$ cat src/rtl/zynq_axil_master_arb.sv
// rtl/zynq_axil_master_arb.sv - two-requester AXI4-Lite master with round-robin arbitration
// Option macro: ZYNQ_AXIL_ARB_FIXED_PRIO_EN selects fixed priority (requester 0 wins ties).
// Ports:
//   aclk, aresetn          clock, asynchronous active-low reset
//   req_v_i/req_w_i        per-requester valid and write flag
//   req_addr_i/data/mask   packed per-requester address, write data, byte strobes
//   req_ready_o            per-requester grant (combinational, IDLE only)
//   resp_v_o/resp_err_o    per-requester response valid and error
//   resp_data_o            shared read data (0 for writes)
//   resp_ready_i           per-requester response consume
//   m_axil_*               AXI4-Lite master AW, W, B, AR, R channels
module zynq_axil_master_arb #(
   parameter int addr_width_p = 32,
   parameter int data_width_p = 32
) (
   input  logic                          aclk,
   input  logic                          aresetn,
   input  logic [1:0]                    req_v_i,
   input  logic [1:0]                    req_w_i,
   input  logic [2*addr_width_p-1:0]     req_addr_i,
   input  logic [2*data_width_p-1:0]     req_data_i,
   input  logic [2*data_width_p/8-1:0]   req_mask_i,
   output logic [1:0]                    req_ready_o,
   output logic [1:0]                    resp_v_o,
   output logic [1:0]                    resp_err_o,
   output logic [data_width_p-1:0]       resp_data_o,
   input  logic [1:0]                    resp_ready_i,
   output logic [addr_width_p-1:0]       m_axil_awaddr,
   output logic [2:0]                    m_axil_awprot,
   output logic                          m_axil_awvalid,
   input  logic                          m_axil_awready,
   output logic [data_width_p-1:0]       m_axil_wdata,
   output logic [data_width_p/8-1:0]     m_axil_wstrb,
   output logic                          m_axil_wvalid,
   input  logic                          m_axil_wready,
   input  logic [1:0]                    m_axil_bresp,
   input  logic                          m_axil_bvalid,
   output logic                          m_axil_bready,
   output logic [addr_width_p-1:0]       m_axil_araddr,
   output logic [2:0]                    m_axil_arprot,
   output logic                          m_axil_arvalid,
   input  logic                          m_axil_arready,
   input  logic [data_width_p-1:0]       m_axil_rdata,
   input  logic [1:0]                    m_axil_rresp,
   input  logic                          m_axil_rvalid,
   output logic                          m_axil_rready
);
   localparam int strb_width_lp = data_width_p / 8;

   typedef enum logic [2:0] {IDLE, WR_REQ, WR_RESP, RD_REQ, RD_RESP, DONE} state_e;

   state_e                    state_q, state_d;
   logic                      gnt_sel;
   logic                      gnt_fire;
   logic                      grant_q;
   logic [addr_width_p-1:0]   addr_q;
   logic [data_width_p-1:0]   wdata_q;
   logic [strb_width_lp-1:0]  strb_q;
   logic                      awvalid_q, wvalid_q, arvalid_q;
   logic [data_width_p-1:0]   rdata_q;
   logic [1:0]                err_q;
   logic [1:0]                grant_oh;
   logic                      resp_fire;

`ifdef ZYNQ_AXIL_ARB_FIXED_PRIO_EN
   assign gnt_sel = ~req_v_i[0];
`else
   logic last_q;
   // On a tie the requester not served last wins; otherwise whichever is valid.
   assign gnt_sel = (&req_v_i) ? ~last_q : ~req_v_i[0];
`endif

   // Gating with aresetn keeps the grant from appearing while reset is held.
   assign gnt_fire  = (state_q == IDLE) && aresetn && (|req_v_i);
   assign grant_oh  = grant_q ? 2'b10 : 2'b01;
   assign resp_fire = (state_q == DONE) && resp_ready_i[grant_q];

   always_ff @(posedge aclk or negedge aresetn) begin
      if (!aresetn) begin
         state_q <= IDLE;
      end else begin
         state_q <= state_d;
      end
   end

   always_comb begin
      state_d       = state_q;
      req_ready_o   = 2'b00;
      resp_v_o      = 2'b00;
      m_axil_bready = 1'b0;
      m_axil_rready = 1'b0;
      case (state_q)
         IDLE: begin
            if (gnt_fire) begin
               req_ready_o = gnt_sel ? 2'b10 : 2'b01;
               state_d     = req_w_i[gnt_sel] ? WR_REQ : RD_REQ;
            end
         end
         WR_REQ: begin
            // A channel counts as done if it already handshook or handshakes now.
            if ((!awvalid_q || m_axil_awready) && (!wvalid_q || m_axil_wready)) begin
               state_d = WR_RESP;
            end
         end
         WR_RESP: begin
            m_axil_bready = 1'b1;
            if (m_axil_bvalid) state_d = DONE;
         end
         RD_REQ: begin
            if (m_axil_arready) state_d = RD_RESP;
         end
         RD_RESP: begin
            m_axil_rready = 1'b1;
            if (m_axil_rvalid) state_d = DONE;
         end
         DONE: begin
            resp_v_o = grant_oh;
            if (resp_ready_i[grant_q]) state_d = IDLE;
         end
         default: state_d = IDLE;
      endcase
   end

   always_ff @(posedge aclk or negedge aresetn) begin
      if (!aresetn) begin
         grant_q   <= 1'b0;
         addr_q    <= '0;
         wdata_q   <= '0;
         strb_q    <= '0;
         awvalid_q <= 1'b0;
         wvalid_q  <= 1'b0;
         arvalid_q <= 1'b0;
         rdata_q   <= '0;
         err_q     <= 2'b00;
      end else begin
         if (gnt_fire) begin
            grant_q   <= gnt_sel;
            addr_q    <= gnt_sel ? req_addr_i[2*addr_width_p-1:addr_width_p]
                                 : req_addr_i[addr_width_p-1:0];
            wdata_q   <= gnt_sel ? req_data_i[2*data_width_p-1:data_width_p]
                                 : req_data_i[data_width_p-1:0];
            strb_q    <= gnt_sel ? req_mask_i[2*strb_width_lp-1:strb_width_lp]
                                 : req_mask_i[strb_width_lp-1:0];
            awvalid_q <= req_w_i[gnt_sel];
            wvalid_q  <= req_w_i[gnt_sel];
            arvalid_q <= !req_w_i[gnt_sel];
         end else begin
            if (awvalid_q && m_axil_awready) awvalid_q <= 1'b0;
            if (wvalid_q && m_axil_wready)   wvalid_q  <= 1'b0;
            if (arvalid_q && m_axil_arready) arvalid_q <= 1'b0;
         end
         if (state_q == WR_RESP && m_axil_bvalid) begin
            rdata_q <= '0;
            err_q   <= grant_oh & {2{m_axil_bresp != 2'b00}};
         end
         if (state_q == RD_RESP && m_axil_rvalid) begin
            rdata_q <= m_axil_rdata;
            err_q   <= grant_oh & {2{m_axil_rresp != 2'b00}};
         end
      end
   end

`ifndef ZYNQ_AXIL_ARB_FIXED_PRIO_EN
   // Reset to requester 1 so requester 0 wins the first tie.
   always_ff @(posedge aclk or negedge aresetn) begin
      if (!aresetn) begin
         last_q <= 1'b1;
      end else if (resp_fire) begin
         last_q <= grant_q;
      end
   end
`endif

   assign resp_data_o    = rdata_q;
   assign resp_err_o     = err_q;
   assign m_axil_awaddr  = addr_q;
   assign m_axil_awprot  = 3'b000;
   assign m_axil_awvalid = awvalid_q;
   assign m_axil_wdata   = wdata_q;
   assign m_axil_wstrb   = strb_q;
   assign m_axil_wvalid  = wvalid_q;
   assign m_axil_araddr  = addr_q;
   assign m_axil_arprot  = 3'b000;
   assign m_axil_arvalid = arvalid_q;
endmodule

$ cat config.mk
export PLATFORM = sky130hd
export DESIGN_NAME = zynq_axil_master_arb
export DESIGN_NICKNAME = d
export VERILOG_FILES = /design/src/rtl/zynq_axil_master_arb.sv
export SDC_FILE = /design/constraint.sdc
export NUM_CORES = 1
export LEC_CHECK = 0
export CORE_AREA = 2 2 128 130
export CTS_BUF_LIST = sky130_fd_sc_hd__clkbuf_4
export CTS_CLUSTER_DIAMETER = 150
export DETAILED_ROUTE_END_ITERATION = 16
export DIE_AREA = 0 0 130 132
export PLACE_DENSITY = 0.73
export SKIP_CTS_REPAIR_TIMING = 1
export SYNTH_ARGS = -nofsm -noshare
export SYNTH_HDL_FRONTEND = slang
export SYNTH_SLANG_ARGS = --single-unit
export TNS_END_PERCENT = 50
$ cat constraint.sdc
create_clock -name aclk -period 3.6 [get_ports aclk]
set_input_delay 0.72 -clock aclk [delete_from_list [all_inputs] [get_ports aclk]]
set_output_delay 0.72 -clock aclk [all_outputs]
set_load 0.005 [all_outputs]
==> flow_summary.ini, run 1 <==
[die]
die_area_sq_mm = 0.01716
dieWidth_microns = 130
core_area_sq_mm = 0.01571
die_y_microns = 132
pin_count = 334
rows = 46
initial_core_util_pct = 32.52

[synthesis]
yosys_warnings = 0
synth-simple-area-share_pct = 8.423
yosys.area_share.adder_pct = 0
synthCells = 473
synth_area_per_cell_sq_um = 10.80
synth_top_area_cell = dfrtp_1
synth.distinct_cells = 34
synth_top_cell_area_share_pct = 53.38
synth_area_sq_mm = 0.005110
ys_ff_latch = 110
synth_mux_area_share_pct = 13.96
synth_compound_area_share_pct = 14.67
synth_area_leaders = dfrtp_1 (53%), mux2i_1 (14%), a22o_1 (6.0%), o21ai_1 (6.0%), buf_4 (5.9%)
synthXorXnorAreaFrac_pct = 0
seq_area_frac_synth_pct = 53.89
synth_top_family_by_area = compound AO/OA/AOI/OAI gates

[status]
status = finished clean

[clocking]
clock_path_buffers = 2
numCtsBuffers = 9
cts_tree = built
cts_root_buffer = clkbuf_4
worstSkewPairLatency_ns = 0.47
clk_pin_slew_worst_paths_ns = 0.17
htreeDepth = 3
cts.sinks = 110

[finish]
final_cell_mix = clkdlybuf4s50_1 (326), dfrtp_1 (109), nand2_1 (71)
layoutNonFillerInstCount = 971
nets = 935
final_common_cell = clkdlybuf4s50_1
area_delta_synth_final_pct = 65.33
nFillCells = 1382
drive_above_1_share_pct = 3.714
design_area_sq_mm = 0.008448

[hold_path]
min_path_type = in -> async

[timing]
final_max_slew_viol_count = 0
tns_ns = 0
finClkSkew_ns = 0.02264
final-hold-violation-count = 0
tightest_slew_ns = 0.7634
min_period_ns = 3.300
finalCritPeriodShare_pct = 91.66
rsz0062_at_grt = no
setup_viol = 0
fmax_mhz = 303.1
max_slew_margin_pct = 49.10

[placed_design]
dpl_cell_area_sq_mm = 0.008314
hpwl_microns = 12570
gp_congestion = 0.7757
port_buffers = 327
dp.cells = 955

[pwr]
total_power_mw = 5.344
leakage_nw = 3.855
powerDensity_mw_per_mm2 = 632.5
irDropWorstVdd_uv = 364.7

[worst_setup_path]
crit_path_end_kind = output port
cp_data_required_time_ns = 2.88
reg2reg_slack_ns = 1.54
cp.arrival_ns = 2.58
setup.worst_path.class = in -> out
startpoint_type = input port
path_max_fanout = 3

[global_route]
gr-total-overflow = 0
antenna_found_initial = 1
first_global_vias = 4627
grt_pass1_wl_microns = 24850
grt.total_usage_pct = 18.74
grt_start_max_net_pins = 141

[detailed_routing]
first_iter_violations = 147
via_count = 4503
routedWlPerCell_microns = 16.81
drtPass1Iterations = 4
routed_wl_microns = 16320
drtAntennaViolNets = 0
via_per_inst = 4.637
drc = 0

[job]
timing.max_cap.violations = 0
## critical path: stages
cell and delay (ns):
clkdlybuf4s50_1 0.55, o21ai_1 0.12, or4_4 0.47, nor2_1 0.18, clkdlybuf4s50_1 0.53
## final timing paths
check	end	cells after the start	start
min in group aclk	m_axil_wdata[3]$_DFFE_PN0P_	2	m_axil_wdata[3]$_DFFE_PN0P_
max reg2reg	resp_err_o[0]$_DFFE_PN0P_	5	state_q[2]$_DFFE_PN0P_
max	req_ready_o[0]	5	req_v_i[0]
max in group asynchronous	m_axil_araddr[21]$_DFFE_PN0P_	3	aresetn
min	resp_data_o[29]$_DFFE_PN0P_	2	aresetn
min reg2reg	m_axil_wdata[3]$_DFFE_PN0P_	2	m_axil_wdata[3]$_DFFE_PN0P_
## state kept, by name (all words and copies together), names as in the netlist, 2 cells and up
| signal | cells |
|---|---|
| m_axil_araddr | 32 |
| m_axil_wdata | 32 |
| resp_data_o | 32 |
| m_axil_wstrb | 4 |
| state_q | 3 |
| resp_err_o | 2 |
## cell families after synthesis
logic type	Yosys count
buf+inv	74
flops	110
other cells	1
simple gates	98
compound gates	119
mux	71
## synthesized netlist by cell type
cell type and count:
nand2b_1 3, nor3b_1 1, a21oi_1 4, a21o_1 3, buf_2 13, o21ai_0 10
a31oi_1 1, a211o_1 1, mux2i_1 69, and3b_1 1, dfstp_2 1, and4_1 1
dfrtp_1 109, nor3_1 2, nor4bb_1 1, a211oi_1 1, nand3b_1 4, o21ai_1 61
inv_1 2, buf_4 40, or4_1 1, nor2b_1 2, mux2_2 2, o211ai_1 1
or4b_2 1, nand2_1 72, clkbuf_1 17, nor2_1 8, o22ai_1 1, buf_6 2
nor4_1 1, conb_1 1, a22o_1 35, a2bb2oi_1 1
## per-layer routing
metal  up-vias  share of wire (%)  GRT usage [%]
met5         -                  0              0
met4         0                2.8          8.065
met3        28                7.5          5.073
met2       207                 51          33.25
met1      2106                 38          20.83
li1       2162                  -              -
## through the flow
stage	hold slack (ns)	setup slack [ns]	utilization [%]
2_1_floorplan	0.4244	1.121	-
3_3_place_gp	0.4670	0.3371	52.91
3_5_place_dp	0.4690	0.3184	52.91
4_1_cts	0.3963	0.3013	53.75
5_1_grt	0.4228	0.1789	53.77
6_report	0.4027	0.3003	53.77
## final cells by class
class,instances,area (sq um),share of cell area (%)
diodes,1,2.502,0.02962
clock buffers,11,82.58,0.9775
clock inverters,4,48.80,0.5776
inverters,2,7.507,0.08886
multi-input cells,294,1942,22.99
flip-flops and latches,110,2754,32.60
well taps,216,270.3,3.199
repair buffers,333,3341,39.54
## power breakdown
group	internal (mW)	switching [mW]
clock	0.222	0.400
combinational	1.66	0.936
sequential	1.73	0.387
(Power assumes the default switching activity.)
==> run 2: changes to the inputs <==
--- a/config.mk
+++ b/config.mk
@@ -11,6 +11,7 @@
 export DETAILED_ROUTE_END_ITERATION = 16
 export DIE_AREA = 0 0 130 132
 export PLACE_DENSITY = 0.73
+export SETUP_SLACK_MARGIN = 0.4
 export SKIP_CTS_REPAIR_TIMING = 1
 export SYNTH_ARGS = -nofsm -noshare
 export SYNTH_HDL_FRONTEND = slang
==> run 2 against run 1 <==
Non-clock buffer count unchanged. Cell count unchanged. Sequential cell count is the same. Global-route usage did not move. Worst hold slack improved by 0.0060 ns. Register-to-register slack is essentially flat. Sequential power hardly changed. Power barely moved. Setup slack gained 0.13 ns. Via count barely moved. First-iteration DRC count shrank 2.7%. Count of clock-buffer cells in the layout unchanged. Critical path type unchanged. Largest cell class unchanged. Largest power group unchanged. Highest routed layer unchanged.
==> flow_summary.ini, run 2 (same netlist as run 1, synthesis figures left out) <==
[job]
timing.max_cap.violations = 0

[clocking]
clock_path_buffers = 2
cts_tree = built
cts.sinks = 110
numCtsBuffers = 9
cts_root_buffer = clkbuf_4
htreeDepth = 3
clk_pin_slew_worst_paths_ns = 0.17
worstSkewPairLatency_ns = 0.46

[timing]
final_max_slew_viol_count = 0
tns_ns = 0
fmax_mhz = 315.3
max_slew_margin_pct = 49.11
finClkSkew_ns = 0.01848
rsz0062_at_grt = yes
final-hold-violation-count = 0
finalCritPeriodShare_pct = 88.09
setup_viol = 0
tightest_slew_ns = 0.7633
min_period_ns = 3.171

[pwr]
powerDensity_mw_per_mm2 = 631.6
total_power_mw = 5.342
leakage_nw = 3.864
irDropWorstVdd_uv = 364.7

[finish]
area_delta_synth_final_pct = 65.52
design_area_sq_mm = 0.008458
drive_above_1_share_pct = 3.846
final_common_cell = clkdlybuf4s50_1
final_cell_mix = clkdlybuf4s50_1 (325), dfrtp_1 (109), nand2_1 (71)
nets = 935
final_util_pct = 53.83

[worst_setup_path]
crit_path_end_kind = output port
crit_top_cell = clkdlybuf4s50_1
reg2reg_slack_ns = 1.55
ff2ff_path_depth = 4
cp_data_required_time_ns = 2.88
reg2reg_from = state_q[0]$_DFFE_PN0P_
r2r_end = m_axil_arvalid$_DFFE_PN0P_
crit_slowest_cell = clkdlybuf4s50_1
setup.worst_path.class = in -> out
path_max_fanout = 3
crit_path_max_incr_delay_ns = 0.51
startpoint_type = input port
path_cells = clkdlybuf4s50_1 -> o21ai_1 -> or4_4 -> nor2_4 -> clkdlybuf4s50_1
cp.arrival_ns = 2.45

[detailed_routing]
via_count = 4504
routedWlPerCell_microns = 16.76
drtAntennaViolNets = 0
drc = 0
drtPass1Iterations = 4
via_per_inst = 4.639
routed_wl_microns = 16280
first_iter_violations = 143

[hold_path]
min_path_type = in -> async

[die]
pin_count = 334
core_area_sq_mm = 0.01571
die_area_sq_mm = 0.01716
dieWidth_microns = 130
rows = 46
initial_core_util_pct = 32.52
die_y_microns = 132

[global_route]
grt_pass1_wl_microns = 24850
gr-total-overflow = 0
grt_start_max_net_pins = 141
antenna_found_initial = 1
first_global_vias = 4627
grt.total_usage_pct = 18.74

[status]
status = finished clean

[placed_design]
port_buffers = 327
hpwl_microns = 12570
gp_congestion = 0.7757
dpl_cell_area_sq_mm = 0.008314
## run 2: cell types whose count changed in the layout (fill, tap and decap cells not counted), sizes merged
cell           delta
clkdlybuf4s50     -1
dlymetal6s2s      +1
## run 2: per-layer routing
layer | global-route usage, % | up-vias | wire length (microns)
li1 | - | 2163 | -
met1 | 20.83 | 2112 | 6240
met2 | 33.25 | 201 | 8367
met3 | 5.073 | 28 | 1207
met4 | 8.065 | 0 | 463
met5 | 0 | - | 0
## run 2: how the worst max path moves through the flow
stage                from        endpoint  slack [ns]  cells after the start
2_1_floorplan  req_v_i[1]  req_ready_o[1]        1.12                      6
3_3_place_gp   req_v_i[0]  req_ready_o[0]        0.34                      5
3_5_place_dp   req_v_i[0]  req_ready_o[0]        0.32                      5
4_1_cts        req_v_i[0]  req_ready_o[0]        0.30                      5
5_1_grt        req_v_i[1]  req_ready_o[1]        0.35                      5
6_report       req_v_i[1]  req_ready_o[0]        0.43                      5
## run 2: area by class of cell
class,instances,area (sq um)
Tap cell,216,270.3
Timing Repair Buffer,333,3343
Antenna cell,1,2.502
Inverter,2,7.507
Fill cell,1381,7254
Multi-Input combinational cell,294,1949
Sequential cell,110,2754
Clock buffer,11,82.58
Clock inverter,4,48.80
## run 2: worst max-delay path, delay by kind of cell
family | cells | cell delay [ns]
and+or+nand+nor | 2 | 0.62
AOI/OAI and AO/OA | 1 | 0.11
buffers and inverters | 2 | 0.99
## run 2: power breakdown
part / leakage, nW / internal, mW / switching [mW] / total (mW)
Clock: 0.0666 / 0.222 / 0.397 / 0.620
Combinational: 2.40 / 1.66 / 0.937 / 2.60
Sequential: 1.40 / 1.73 / 0.386 / 2.12
Total: 3.86 / 3.62 / 1.72 / 5.34
## run 2: stage by stage
step                setup slack, ns  hold WS (ns)  cells
floorplan                     1.121        0.4244    478
finish                       0.4286        0.4087    971
global placement             0.3371        0.4670    955
global route                 0.3533        0.4228    971
detailed placement           0.3184        0.4690    955
CTS                          0.3013        0.3963    970
==> run 3: changes to the inputs <==
--- a/config.mk
+++ b/config.mk
@@ -5,11 +5,12 @@
 export SDC_FILE = /design/constraint.sdc
 export NUM_CORES = 1
 export LEC_CHECK = 0
-export CORE_AREA = 2 2 128 130
+export CAP_MARGIN = 10
+export CORE_AREA = 3 3 129 131
 export CTS_BUF_LIST = sky130_fd_sc_hd__clkbuf_4
 export CTS_CLUSTER_DIAMETER = 150
 export DETAILED_ROUTE_END_ITERATION = 16
-export DIE_AREA = 0 0 130 132
+export DIE_AREA = 0 0 132 134
 export PLACE_DENSITY = 0.73
 export SETUP_SLACK_MARGIN = 0.4
 export SKIP_CTS_REPAIR_TIMING = 1
==> run 3 against run 2 <==
First-iteration DRC count down 17%. Combinational power about the same. Global-route usage down 0.90 points. Power up 0.21%. Highest routed layer unchanged.
==> flow_summary.ini, run 3 (same netlist as run 1, synthesis figures left out) <==
[status]
status = finished clean

[worst_setup_path]
crit_path_max_incr_delay_ns = 0.51
path_max_fanout = 4
path_cells = clkdlybuf4s50_1 -> o21ai_1 -> or4_4 -> nor2_2 -> clkdlybuf4s50_1
crit_slowest_cell = clkdlybuf4s50_1
crit_family = buffers and inverters
startpoint_type = input port
setup.worst_path.class = in -> out
crit_top_cell = clkdlybuf4s50_1
cp.buffers_inverters = 2
cp.arrival_ns = 2.46
cp_data_required_time_ns = 2.88
crit_path_end_kind = output port

[placed_design]
hpwl_microns = 12870
port_buffers = 327
place_ws_ns = 0.3166
gp_congestion = 0.7762

[timing]
fmax_mhz = 314.9
final-hold-violation-count = 0
finClkSkew_ns = 0.01885
max_slew_margin_pct = 29.79
setup_viol = 0
setup_ws_ns = 0.4240
finalCritPeriodShare_pct = 88.22
final_max_slew_viol_count = 0
min_period_ns = 3.176
whs_ns = 0.4100
rsz0062_at_grt = yes
tightest_slew_ns = 1.053
tns_ns = 0

[clocking]
cts_tree = built
cts.sinks = 110
cts_root_buffer = clkbuf_4
clock_path_buffers = 2
numCtsBuffers = 9
htreeDepth = 3
worstSkewPairLatency_ns = 0.46
clk_pin_slew_worst_paths_ns = 0.17

[finish]
multiInputGateArea_sq_mm = 0.001944
area_delta_synth_final_pct = 65.52
nFillCells = 1398
drive_above_1_share_pct = 4.106
final_common_cell = clkdlybuf4s50_1
nets = 935
regArea_sq_mm = 0.002754
final_cell_mix = clkdlybuf4s50_1 (324), dfrtp_1 (109), nand2_1 (71)

[die]
initial_core_util_pct = 32.52
die_area_sq_mm = 0.01769
die_y_microns = 134
rows = 46
dieWidth_microns = 132
core_area_sq_mm = 0.01571
pin_count = 334

[global_route]
first_global_vias = 4700
grt.total_usage_pct = 17.84
grt_start_max_net_pins = 95
antenna_found_initial = 1
grt_pass1_wl_microns = 25270
gr-total-overflow = 0

[detailed_routing]
routedWlPerCell_microns = 16.81
drc = 0
drtAntennaViolNets = 0
first_iter_violations = 119
via_per_inst = 4.660
via_count = 4530
routed_wl_microns = 16340
drtPass1Iterations = 4

[pwr]
leakage_nw = 3.891
total_power_mw = 5.353
irDropWorstVdd_uv = 330.9
powerDensity_mw_per_mm2 = 632.9

[job]
timing.max_cap.violations = 0

[hold_path]
min_path_type = in -> async
run 3: routing by layer:
layer	wire length [microns]	global-route usage [%]
met5	0	0
met4	326	5.309
met3	1329	6.002
met2	8342	31.27
met1	6339	20.82
run 3: where the power goes:
| group | internal [mW] | switching [mW] |
|---|---|---|
| Combinational | 1.66 | 0.929 |
| Clock | 0.241 | 0.411 |
| Sequential | 1.73 | 0.380 |
| Total | 3.63 | 1.72 |
run 3: worst register-to-register path: cells and delay by family, from the launching register on:
| kind | cells | cell delay (ns) |
|---|---|---|
| simple gates | 1 | 0.18 |
| compound gates | 3 | 1.22 |
| flops | 1 | 0.66 |
run 3: final timing paths:
kind	from	to	slack, ns	cells past startpoint
max in group asynchronous	aresetn	resp_data_o[1]$_DFFE_PN0P_	1.94	3
hold / removal	aresetn	resp_err_o[1]$_DFFE_PN0P_	0.41	2
setup / recovery	req_v_i[1]	req_ready_o[0]	0.42	5
setup reg to reg	state_q[1]$_DFFE_PN0P_	resp_err_o[1]$_DFFE_PN0P_	1.46	4
min in group aclk	m_axil_wstrb[0]$_DFFE_PN0P_	m_axil_wstrb[0]$_DFFE_PN0P_	0.50	2
hold reg to reg	m_axil_wstrb[0]$_DFFE_PN0P_	m_axil_wstrb[0]$_DFFE_PN0P_	0.50	2
run 3: layout make-up:
type	instances	area share, %
antenna	1	0.02959
timing repair buffer	333	39.41
multi-input combinational	294	22.99
sequential	110	32.56
clock buffer	12	1.065
clock inverter	4	0.6657
inverter	2	0.08876
tap	216	3.195
run 3: through the flow:
step | cell area, sq um | utilization (%) | std cells
floorplan | 5129 | - | 478
global placement | 8302 | 52.83 | 955
detailed placement | 8302 | 52.83 | 955
CTS | 8448 | 53.77 | 971
global route | 8458 | 53.83 | 972
finish | 8458 | 53.83 | 972
